File: src/rtl/mem_port_arbiter.sv
// mem_port_arbiter: fixed-priority arbiter sharing one single-port memory between fetch and data ports.
// Ports:
//   clk, rst_n                         clock, synchronous active-low reset
//   if_req/if_addr -> if_rdata/if_ready/if_stall        fetch port
//   d_req/d_we/d_be/d_addr/d_wdata -> d_rdata/d_ready/d_stall   data port (priority)
//   m_req/m_we/m_be/m_addr/m_wdata <- m_rdata/m_ack     shared memory port
//   err                                sticky access-timeout flag
module mem_port_arbiter #(
  parameter int unsigned TIMEOUT_CYC = 255
) (
  input  logic        clk,
  input  logic        rst_n,
  input  logic        if_req,
  input  logic [31:0] if_addr,
  output logic [31:0] if_rdata,
  output logic        if_ready,
  output logic        if_stall,
  input  logic        d_req,
  input  logic        d_we,
  input  logic [3:0]  d_be,
  input  logic [31:0] d_addr,
  input  logic [31:0] d_wdata,
  output logic [31:0] d_rdata,
  output logic        d_ready,
  output logic        d_stall,
  output logic        m_req,
  output logic        m_we,
  output logic [3:0]  m_be,
  output logic [31:0] m_addr,
  output logic [31:0] m_wdata,
  input  logic [31:0] m_rdata,
  input  logic        m_ack,
  output logic        err
);
  typedef enum logic [1:0] {IDLE, DATA, FETCH, DONE} state_t;
  state_t state, state_n;
  logic [7:0] wcnt;
  logic busy, timeout, fin;
  logic [31:0] rdata_n;
  assign busy = (state == DATA) || (state == FETCH);
  // the abort fires on the edge where the wait count would reach TIMEOUT_CYC; an ack on that edge wins
  assign timeout = busy && !m_ack && (wcnt == 8'(TIMEOUT_CYC - 1));
  assign fin = busy && (m_ack || timeout);
  assign rdata_n = m_ack ? m_rdata : 32'hDEADBEEF;
  assign if_stall = if_req & ~if_ready;
  assign d_stall = d_req & ~d_ready;
  always_comb begin
    state_n = state;
    case (state)
      IDLE:    state_n = d_req ? DATA : (if_req ? FETCH : IDLE);
      DONE:    state_n = IDLE;
      default: state_n = fin ? DONE : state;
    endcase
  end
  always_ff @(posedge clk) begin
    if (!rst_n) begin
      state    <= IDLE;
      m_req    <= 1'b0;
      m_we     <= 1'b0;
      m_be     <= 4'h0;
      m_addr   <= 32'h0;
      m_wdata  <= 32'h0;
      if_rdata <= 32'h0;
      d_rdata  <= 32'h0;
      if_ready <= 1'b0;
      d_ready  <= 1'b0;
      err      <= 1'b0;
      wcnt     <= 8'h0;
    end else begin
      state    <= state_n;
      if_ready <= fin && (state == FETCH);
      d_ready  <= fin && (state == DATA);
      if (state == IDLE && (d_req || if_req)) begin
        m_req   <= 1'b1;
        m_we    <= d_req & d_we;
        m_be    <= d_req ? d_be : 4'hF;
        m_addr  <= d_req ? d_addr : if_addr;
        m_wdata <= d_req ? d_wdata : 32'h0;
        wcnt    <= 8'h0;
      end else if (busy && !m_ack) begin
        wcnt <= wcnt + 8'h1;
      end
      if (fin) m_req <= 1'b0;
      if (fin && state == FETCH) if_rdata <= rdata_n;
      // m_we holds the latched d_we, so a store never touches d_rdata
      if (fin && state == DATA && !m_we) d_rdata <= rdata_n;
      if (timeout) err <= 1'b1;
    end
  end
endmodule

File: config.mk
export PLATFORM = sky130hd
export DESIGN_NAME = mem_port_arbiter
export DESIGN_NICKNAME = d
export VERILOG_FILES = /design/src/rtl/mem_port_arbiter.sv
export SDC_FILE = /design/constraint.sdc
export NUM_CORES = 1
export LEC_CHECK = 0
export CAP_MARGIN = 5
export CORE_MARGIN = 2
export CORE_UTILIZATION = 40
export CTS_CLUSTER_DIAMETER = 50
export DETAILED_ROUTE_END_ITERATION = 10
export PLACE_DENSITY = 0.85
export SETUP_SLACK_MARGIN = 0.3
export SYNTH_ARGS = -nofsm -noshare
export SYNTH_HDL_FRONTEND = slang
export SYNTH_SLANG_ARGS = --single-unit
export TNS_END_PERCENT = 10
File: constraint.sdc
create_clock -name clk -period 2.3 [get_ports clk]
set_input_delay 0.23 -clock clk [delete_from_list [all_inputs] [get_ports clk]]
set_output_delay 0.23 -clock clk [all_outputs]
set_load 0.005 [all_outputs]
## Yosys cells after proc, flatten, opt, wreduce, memory -nomap -nowiden

Index checks and enable logic that the tools add are counted.

| operators by class | value |
|---|---|
| add/sub/neg operators | 1 |
| eq/ne operators | 4 |
| mux-type cells | 8 |
| bitwise logic cells | 6 |
| reduce and logical (&&, ||, !) cells | 16 |

Operators by type and width:

| kind | number |
|---|---|
| 32-bit two-way mux | 3 |
| 8-bit by 1-bit adder with 8-bit output, second input constant | 1 |
| 8-bit == test, second input constant | 1 |
| 1-bit logical AND | 7 |
| 2-bit two-way mux | 3 |
| 2-bit == test, second input constant | 2 |
| 4-bit two-way mux | 1 |
| 2-bit one-hot mux with 2 select lines | 1 |
| 2-bit OR reduction | 2 |
| 1-bit AND | 3 |
| 1-bit logical OR | 3 |
| 1-bit inverter | 3 |
| 3-bit nonzero test | 1 |
| 2-bit by 1-bit == test with 1-bit output, second input constant | 1 |
| 1-bit zero test | 2 |
| 2-bit zero test | 1 |

| word-level totals | value |
|---|---|
| bits in registers | 147 |
| bits of input ports | 138 |
| logic and storage cells | 47 |

## Longest topological paths before layout

Gate-level depths: netlist of the first run.

| logic depth | value |
|---|---|
| word-level depth | 8 |
| depth in mapped cells | 8 |

## Worst setup path before layout of the first run

No wires, ideal clock.

| timing path | value |
|---|---|
| kind | register -> register |
| from | reg state[0] |
| to | reg if_ready |
| library setup time | 0.116 ns |
| data arrival time | 1.621 ns |
| setup slack | 0.564 ns |
| cell stages (with the launch flop) | 9 |
| path buffers | 3 |
| period minus slack after synthesis | 1.736 ns |
| path through | dfxtp_1 -> inv_1 -> ha_1 -> buf_6 -> and4_4 -> a21o_1 -> buf_6 -> buf_6 -> and3_1 |

| between the ends | value |
|---|---|
| word-level cells in the longest chain between the ends | 7 |
| elaborated cells between the ends (all ways) | 8 |

Ends and longest elaborated chain:

| what | line | source |
|---|---|---|
| start: declaration | 36 | `state_t state, state_n;` |
| start signal: assignment | 70 | `state <= state_n;` |
| 2-bit by 1-bit == test with 1-bit output or 2-bit == test (tied branches) | 40, 71 |  |
| 1-bit logical OR | 40 | `assign busy = (state == DATA) \|\| (state == FETCH);` |
| 1-bit logical AND (2 in series) | 42 | `assign timeout = busy && !m_ack && (wcnt == 8'(TIMEOUT_CYC - 1));` |
| 1-bit logical OR | 43 | `assign fin = busy && (m_ack \|\| timeout);` |
| 1-bit logical AND | 43 |  |
| 1-bit logical AND * | 71 | `if_ready <= fin && (state == FETCH);` |
| end signal: assignment | 71 |  |
| end: declaration | 16 | `output logic if_ready,` |

Mark *: on every way between the ends. The rest lies on a longest branch, timed or not.
A chain may end at the register's enable or synchronous reset.

## Worst setup path after layout of the first run

| timing path | value |
|---|---|
| from | reg state[0] |
| to | reg if_rdata[4] |

| between the ends | value |
|---|---|
| word-level cells in the longest chain between the ends | 7 |
| elaborated cells between the ends (all ways) | 8 |

Ends and longest elaborated chain:

| what | line | source |
|---|---|---|
| 2-bit by 1-bit == test with 1-bit output or 2-bit == test (tied branches) | 40, 84 |  |
| 1-bit logical OR | 40 |  |
| 1-bit logical AND (2 in series) | 42 |  |
| 1-bit logical OR | 43 |  |
| 1-bit logical AND | 43 |  |
| 1-bit logical AND * | 84 | `if (fin && state == FETCH) if_rdata <= rdata_n;` |
| end signal: assignment | 84 |  |
| end: declaration | 15 | `output logic [31:0] if_rdata,` |

Marked as above.

==> results of run 1 <==
-- metal layers --
layer,global-route usage (%),vias to the layer above,share of wire [%]
met5,0,-,0
met4,10.5,0,2.9
met3,7.26,34,8.2
met2,36.1,229,48
met1,25.2,2547,41
li1,-,2720,-
-- area by class of cell --
cell class,count,area (um^2)
fillers,1189,5240
diodes,1,2.50
repair buffers,289,2860
clock buffers,17,425
well taps,184,230
multi-input cells,342,2500
clock inverters,15,123
inverters,54,203
flip-flops and latches,147,2940
-- cells by family after synthesis --
logic type	share of synthesized area, %
compound gates	27.7
xor+xnor	0.296
fa+ha+maj	1.27
buf+inv	8.48
flops	49.6
mux	5.40
simple gates	7.24
-- worst max-delay path, cell delays in order (launching register included) --
cell	delay, ns
dfxtp_1	0.36
inv_1	0.09
ha_1	0.43
and4_4	0.26
a21o_1	0.18
buf_4	0.21
a311oi_1	0.30
-- per-stage QoR --
stage / std cells / area, um^2 / power [uW] / utilization, %
after global placement: 1016 / 8740 / 4100 / 60.1
final: 1049 / 9290 / 6620 / 63.9
after global routing: 1049 / 9290 / 6910 / 63.9
after CTS: 1048 / 9290 / 6670 / 63.9
after detailed placement: 1016 / 8740 / 4120 / 60.1
after floorplan: 596 / 5930 / 3440 / -
-- flip-flops by register name (all words and copies together) (netlist names) --
signal and cells:
d_rdata 32, d_ready 1, err 1, if_rdata 32
if_ready 1, m_addr 32, m_be 4, m_req 1
m_wdata 32, m_we 1, state 2, wcnt 8
-- cells in the mapped netlist, types with 6 or more instances --
| cell type | number | area share [%] |
|---|---|---|
| clkbuf_1 | 16 | 1.0 |
| a211oi_1 | 32 | 4.1 |
| a311oi_2 | 8 | 2.0 |
| a22o_1 | 33 | 4.9 |
| dfxtp_1 | 147 | 50 |
| nand2_1 | 19 | 1.2 |
| nor2_1 | 39 | 2.5 |
| ha_1 | 6 | 1.3 |
| a311oi_1 | 9 | 1.3 |
| buf_4 | 7 | 0.89 |
| a21oi_1 | 70 | 5.9 |
| mux2i_1 | 32 | 5.4 |
| buf_2 | 24 | 2.0 |
| buf_6 | 6 | 1.1 |
| o221ai_1 | 48 | 7.1 |
| inv_1 | 53 | 3.4 |
-- power by group --
group          switching, uW  total (uW)  leakage [uW]  internal (uW)
clock                   1140        2550      0.000269           1410
sequential              93.1        2810       0.00120           2720
combinational            549        1250       0.00181            705
-- final timing paths --
path | startpoint | to | slack (ns) | cells after the start
worst max register to register | state[0] | if_rdata[4] | 0.37 | 6
worst min-delay path | d_req | state[0] | 0.20 | 3
worst min register to register | if_rdata[12] | if_rdata[12] | 0.46 | 2
worst max-delay path | state[0] | if_rdata[4] | 0.37 | 6
==> results.json, run 1 <==
{
  "die_area_mm2": 0.0158,
  "drc_errors": 0,
  "cts_tree": "done",
  "viasPerCell": 5.27,
  "crit_type": "flop to flop",
  "clockBufferDepth": 2,
  "vias": 5530,
  "setup_viol": 0,
  "grt_usage_pct": 21.7,
  "vdd_drop_max_v": 0.000538,
  "synth_enable_flop_cells": 0,
  "leakage_uw": 0.00328,
  "numPortBuffers": 276,
  "firstDrtPassIters": 4,
  "cts_resized": 1,
  "hpwl_um": 12400,
  "ctsHoldBuffers": 0,
  "fin_nets": 995,
  "grt_overflow": 0,
  "outcome": "finished, final reports clean",
  "std_cell_rows": 44,
  "cts_root_buffer": "clkbuf_16",
  "slew_headroom_pct": 64.0,
  "routed_wl_um": 17500,
  "hold-worst-slack_ns": 0.201,
  "gp_congestion": 0.829,
  "core-area_mm2": 0.0145,
  "cap_violations": 0,
  "htreeDepth": 4,
  "final_cell_mix": "274 x clkdlybuf4s50_1, 147 x dfxtp_1, 70 x a21oi_1",
  "ys_warn_count": 0,
  "drtIter0Drc": 212,
  "cts_buffers": 17,
  "setup_ws_ns": 0.369,
  "grt_pass1_wl_um": 27700,
  "async_flop_share_pct": 0,
  "hp-class": "primary input to flop",
  "clk_pin_slew_ns": 0.06,
  "end_kind": "flop",
  "drive_gt1_share_pct": 8.10,
  "fp.dieW_um": 126,
  "mostFrequentLayoutCell": "clkdlybuf4s50_1",
  "cp_max_fo": 19,
  "ys_seq_area_share_pct": 49.6,
  "place_ws_ns": 0.289,
  "grt_pass1_vias": 5399,
  "clock.fmax_mhz": 518,
  "area_growth_pct": 56.8,
  "clock_latency_ns": 0.42,
  "start_util_pct": 40.8,
  "synthFlopType": "dfxtp_1",
  "skew_ns": 0.00696,
  "cts_setup_buffers": 0,
  "required_ns": 2.61,
  "wl_per_cell_um": 16.7,
  "grt_max_degree": 51,
  "synth.cell_area_mm2": 0.00593,
  "cts_sinks": 147,
  "die_y_um": 126,
  "maxSlewViolCount": 0,
  "setup-tns-final_ns": 0,
  "syn-num-nets": 740,
  "syn-instance-count": 596,
  "fin_crit_ns": 1.93,
  "ys_seq_elements": 147,
  "critPathLaunchType": "flop",
  "arrival_ns": 2.25,
  "syn_area_per_cell_um2": 9.95,
  "power-per-cell-area_mw_per_mm2": 712,
  "ys_types": 45,
  "hold_violations": 0,
  "rsz0062_at_grt": "yes",
  "antenna_found_initial": 1,
  "tightestPinTransition_ns": 0.540,
  "io_pins": 277,
  "fin_crit_sh_pct": 84.0,
  "ant_nets": 0
}
Power figures use the tool's default switching activity.
==> inputs of run 2 (changes only) <==
--- a/config.mk
+++ b/config.mk
@@ -7,10 +7,10 @@
 export LEC_CHECK = 0
 export CAP_MARGIN = 5
 export CORE_MARGIN = 2
-export CORE_UTILIZATION = 40
+export CORE_UTILIZATION = 37
 export CTS_CLUSTER_DIAMETER = 50
 export DETAILED_ROUTE_END_ITERATION = 10
-export PLACE_DENSITY = 0.85
+export PLACE_DENSITY = 0.83
 export SETUP_SLACK_MARGIN = 0.3
 export SYNTH_ARGS = -nofsm -noshare
 export SYNTH_HDL_FRONTEND = slang
==> constraint.sdc (replaced) <==
create_clock -name clk -period 1.75 [get_ports clk]
set_input_delay 0.175 -clock clk [delete_from_list [all_inputs] [get_ports clk]]
set_output_delay 0.175 -clock clk [all_outputs]
set_load 0.005 [all_outputs]
==> results.json, run 2 (same netlist as run 1, synthesis figures left out) <==
{
  "outcome": "finished, final reports clean",
  "power-per-cell-area_mw_per_mm2": 957,
  "grt_pass1_wl_um": 26300,
  "cp_max_fo": 16,
  "hold_violations": 0,
  "mostFrequentLayoutCell": "clkdlybuf4s50_1",
  "ctsHoldBuffers": 0,
  "final_cell_mix": "272 x clkdlybuf4s50_1, 143 x dfxtp_1, 70 x a21oi_1",
  "whs_path_depth": 3,
  "maxSlewViolCount": 0,
  "htreeDepth": 4,
  "skew_ns": 0.00557,
  "critPathLaunchType": "flop",
  "crit_chain": "inv_2 > ha_4 > and4b_1 > buf_12 > nand2_1 > a311oi_2",
  "core-area_mm2": 0.0158,
  "slew_headroom_pct": 72.1,
  "r2r-start": "state[1]",
  "slowest_delay_ns": 0.36,
  "start_util_pct": 37.6,
  "end_kind": "flop",
  "leakage_uw": 0.00342,
  "setup_viol": 0,
  "die_y_um": 131,
  "ant_nets": 0,
  "crit_type": "flop to flop",
  "fin_crit_ns": 1.59,
  "grt_max_degree": 53,
  "clock.fmax_mhz": 629,
  "slowest_stage": "dfxtp_2",
  "cts_tree": "done",
  "grt_pass1_vias": 5275,
  "multiInputGateArea_mm2": 0.00254,
  "fp.dieW_um": 131,
  "cts_buffers": 17,
  "cts_root_buffer": "clkbuf_16",
  "hold_path_startpoint": "rst_n",
  "rr_endpoint": "d_rdata[24]",
  "arrival_ns": 1.91,
  "seq_area_mm2": 0.00295,
  "regToRegSetupSlack_ns": 0.16,
  "utilization_pct": 61.3,
  "crit_family": "flip-flops",
  "routed_wl_um": 17600,
  "setup-tns-final_ns": 0,
  "tightestPinTransition_ns": 0.418,
  "drc_errors": 0,
  "vias": 5540,
  "fin_crit_sh_pct": 90.8,
  "required_ns": 2.07,
  "firstDrtPassIters": 4,
  "r2r.worst_path.cells": 6,
  "gp_congestion": 0.778,
  "hold_path_end": "state[1]",
  "clock_latency_ns": 0.41,
  "vdd_drop_max_v": 0.000654,
  "nFillCells": 1266,
  "drtIter0Drc": 263,
  "grt_overflow": 0,
  "cts_sinks": 147,
  "worst-path-buf-inv": 2,
  "numPortBuffers": 276,
  "hpwl_um": 12400,
  "rsz0062_at_grt": "yes",
  "drive_gt1_share_pct": 10.3,
  "area_growth_pct": 63.0,
  "antenna_found_initial": 1,
  "grt_usage_pct": 19.6,
  "clk_pin_slew_ns": 0.06,
  "std_cell_rows": 46,
  "fin_nets": 1004,
  "die_area_mm2": 0.0171,
  "viasPerCell": 5.08,
  "wl_per_cell_um": 16.2,
  "hp-class": "primary input to flop",
  "cap_violations": 0,
  "clockBufferDepth": 2,
  "io_pins": 277
}
==> run 2: power breakdown <==
| part | switching [uW] | internal [uW] |
|---|---|---|
| sequential | 122 | 3570 |
| combinational | 752 | 1040 |
| clock | 1460 | 2310 |
==> run 2: what timing repair did <==
| action | in CTS | in global routing |
|---|---|---|
| cloned | 0 | 2 |
| endpoints found under the setup margin | 180 | 248 |
| pin swaps | 1 | 1 |
| resized for setup | 6 | 5 |
| buffers inserted | 2 | 0 |
==> run 2: stage by stage <==
stage	setup slack [ns]	std cells	hold WS [ns]	cell area [um^2]	total power [uW]
2_1_floorplan	0.195	596	0.308	5960	4540
3_3_place_gp	0.103	1053	0.444	8940	5480
3_5_place_dp	0.0647	1053	0.452	8940	5510
4_1_cts	0.160	1087	0.0772	9580	9310
5_1_grt	0.101	1090	0.0930	9660	9660
6_report	0.161	1090	0.0893	9660	9250
==> run 2: layer usage <==
layer	share of wire, %	routed length (um)	track usage [%]	vias to the layer above
li1	-	-	-	2738
met1	39	6890	23.0	2556
met2	50	8870	32.6	211
met3	7.6	1330	6.43	35
met4	3.0	525	9.32	0
met5	0	0	0	-
==> run 2: final cells by class <==
| type | instances | area share, % |
|---|---|---|
| flip-flops and latches | 147 | 30.5 |
| well taps | 216 | 2.80 |
| diodes | 1 | 0.0259 |
| inverters | 54 | 2.10 |
| repair buffers | 298 | 31.9 |
| clock inverters | 13 | 1.80 |
| clock buffers | 19 | 4.58 |
| multi-input cells | 342 | 26.3 |
==> run 2: worst max path at each step <==
stage	start	endpoint	slack, ns	cells past startpoint
after global routing	state[1]	d_rdata[14]	0.10	6
after floorplan	state[0]	if_ready	0.20	8
after detailed placement	m_ack	d_rdata[24]	0.06	5
after global placement	m_ack	wcnt[7]	0.10	4
final	state[1]	d_rdata[24]	0.16	6
after CTS	state[1]	d_rdata[24]	0.16	6
==> run 2: tightest hold or removal path, delay by kind of cell <==
kind / cells / cell delay (ns)
buffers and inverters: 1 / 0.16
AO/OA/AOI/OAI: 2 / 0.13
==> inputs of run 3 (changes only) <==
--- a/config.mk
+++ b/config.mk
@@ -6,12 +6,15 @@
 export NUM_CORES = 1
 export LEC_CHECK = 0
 export CAP_MARGIN = 5
+export CELL_PAD_IN_SITES_DETAIL_PLACEMENT = 1
+export CELL_PAD_IN_SITES_GLOBAL_PLACEMENT = 1
 export CORE_MARGIN = 2
-export CORE_UTILIZATION = 37
+export CORE_UTILIZATION = 27
 export CTS_CLUSTER_DIAMETER = 50
 export DETAILED_ROUTE_END_ITERATION = 10
 export PLACE_DENSITY = 0.83
 export SETUP_SLACK_MARGIN = 0.3
+export SLEW_MARGIN = 25
 export SYNTH_ARGS = -nofsm -noshare
 export SYNTH_HDL_FRONTEND = slang
 export SYNTH_SLANG_ARGS = --single-unit
==> results.json, run 3 (same netlist as run 1, synthesis figures left out) <==
{
  "hpwl_um": 14600,
  "routed_wl_um": 21100,
  "cts_sinks": 147,
  "whs_path_depth": 3,
  "rsz0062_at_grt": "yes",
  "ctsHoldBuffers": 0,
  "drtIter0Drc": 216,
  "clock_latency_ns": 0.42,
  "setup_viol": 0,
  "area_growth_pct": 63.5,
  "required_ns": 2.04,
  "start_util_pct": 27.3,
  "outcome": "finished, final reports clean",
  "grt_max_degree": 56,
  "hold_violations": 0,
  "tightestPinTransition_ns": 0.395,
  "antenna_cells": 0,
  "fp.dieW_um": 152,
  "fin_nets": 1009,
  "power-per-cell-area_mw_per_mm2": 915,
  "critPathLaunchType": "flop",
  "final_cell_mix": "273 x clkdlybuf4s50_1, 143 x dfxtp_1, 70 x a21oi_1",
  "leakage_uw": 0.00342,
  "drc_errors": 0,
  "std_cell_rows": 54,
  "grt_usage_pct": 17.2,
  "grt_overflow": 0,
  "end_kind": "flop",
  "mostFrequentLayoutCell": "clkdlybuf4s50_1",
  "die_y_um": 152,
  "r2r.worst_path.cells": 6,
  "numPortBuffers": 276,
  "clk_pin_slew_ns": 0.06,
  "drive_gt1_share_pct": 9.92,
  "vias": 5729,
  "setup-tns-final_ns": 0,
  "ant_nets": 0,
  "fin_crit_ns": 1.60,
  "viasPerCell": 4.95,
  "slew_headroom_pct": 73.7,
  "grt_pass1_vias": 6030,
  "skew_ns": 0.0104,
  "arrival_ns": 1.89,
  "crit_type": "flop to flop",
  "grt_pass1_wl_um": 32400,
  "wl_per_cell_um": 18.2,
  "htreeDepth": 4,
  "firstDrtPassIters": 4,
  "antenna_found_initial": 0,
  "io_pins": 277,
  "vdd_drop_max_v": 0.000562,
  "maxSlewViolCount": 0,
  "placed_area_mm2": 0.00905,
  "core-area_mm2": 0.0217,
  "cap_violations": 0,
  "cp_max_fo": 24,
  "clock.fmax_mhz": 625,
  "cts_root_buffer": "clkbuf_16",
  "fin_crit_sh_pct": 91.4,
  "die_area_mm2": 0.0232,
  "hp-class": "primary input to flop",
  "postLayoutCellArea_mm2": 0.00969,
  "clockBufferDepth": 2,
  "nFillCells": 2389,
  "hold-worst-slack_ns": 0.156,
  "cts_buffers": 17,
  "cts_tree": "done",
  "gp_congestion": 0.764
}
[run 3: timing repair]
action | CTS | global route
endpoints found under the setup margin | 222 | 280
pin swaps | 0 | 2
cloned | 0 | 4
gates resized for setup | 3 | 3
setup buffers | 1 | 2
[run 3: area by class of cell]
type	count	area, um^2	area share, %
repair buffers	303	3160	32.6
clock inverters	10	61.3	0.633
well taps	280	350	3.61
inverters	54	203	2.09
flip-flops and latches	147	2950	30.4
clock buffers	21	460	4.75
multi-input cells	342	2510	25.9
[run 3: per-stage QoR]
stage	instances	total power (uW)	utilization, %	setup slack, ns
6_report	1157	8870	44.7	0.151
5_1_grt	1157	9310	44.7	0.0844
4_1_cts	1151	8920	44.2	0.145
3_5_place_dp	1119	5560	41.7	0.0838
3_3_place_gp	1119	5510	41.7	0.113
2_1_floorplan	596	4540	-	0.195
[run 3: critical path: stages (launching register included)]
cell and delay (ns):
dfxtp_2 0.36, inv_2 0.06, ha_4 0.28, and4_4 0.17
a21oi_4 0.28, buf_12 0.21, a21oi_1 0.10
[run 3: final timing paths]
check	start	to	slack, ns
max	state[1]	if_rdata[19]	0.15
min	d_req	state[0]	0.16
max reg2reg	state[1]	if_rdata[19]	0.15
min reg2reg	d_rdata[30]	d_rdata[30]	0.46
[run 3: power breakdown]
| group | leakage [uW] | switching [uW] | internal [uW] |
|---|---|---|---|
| combinational | 0.00196 | 803 | 1050 |
| sequential | 0.00120 | 130 | 3570 |
| clock | 0.000254 | 1440 | 1870 |
[run 3: layer usage]
layer | part of all wire, % | vias up | track usage [%]
li1 | - | 2741 | -
met1 | 41 | 2781 | 20.1
met2 | 50 | 183 | 29.7
met3 | 7.6 | 24 | 6.37
met4 | 1.6 | 0 | 4.58
met5 | 0 | - | 0
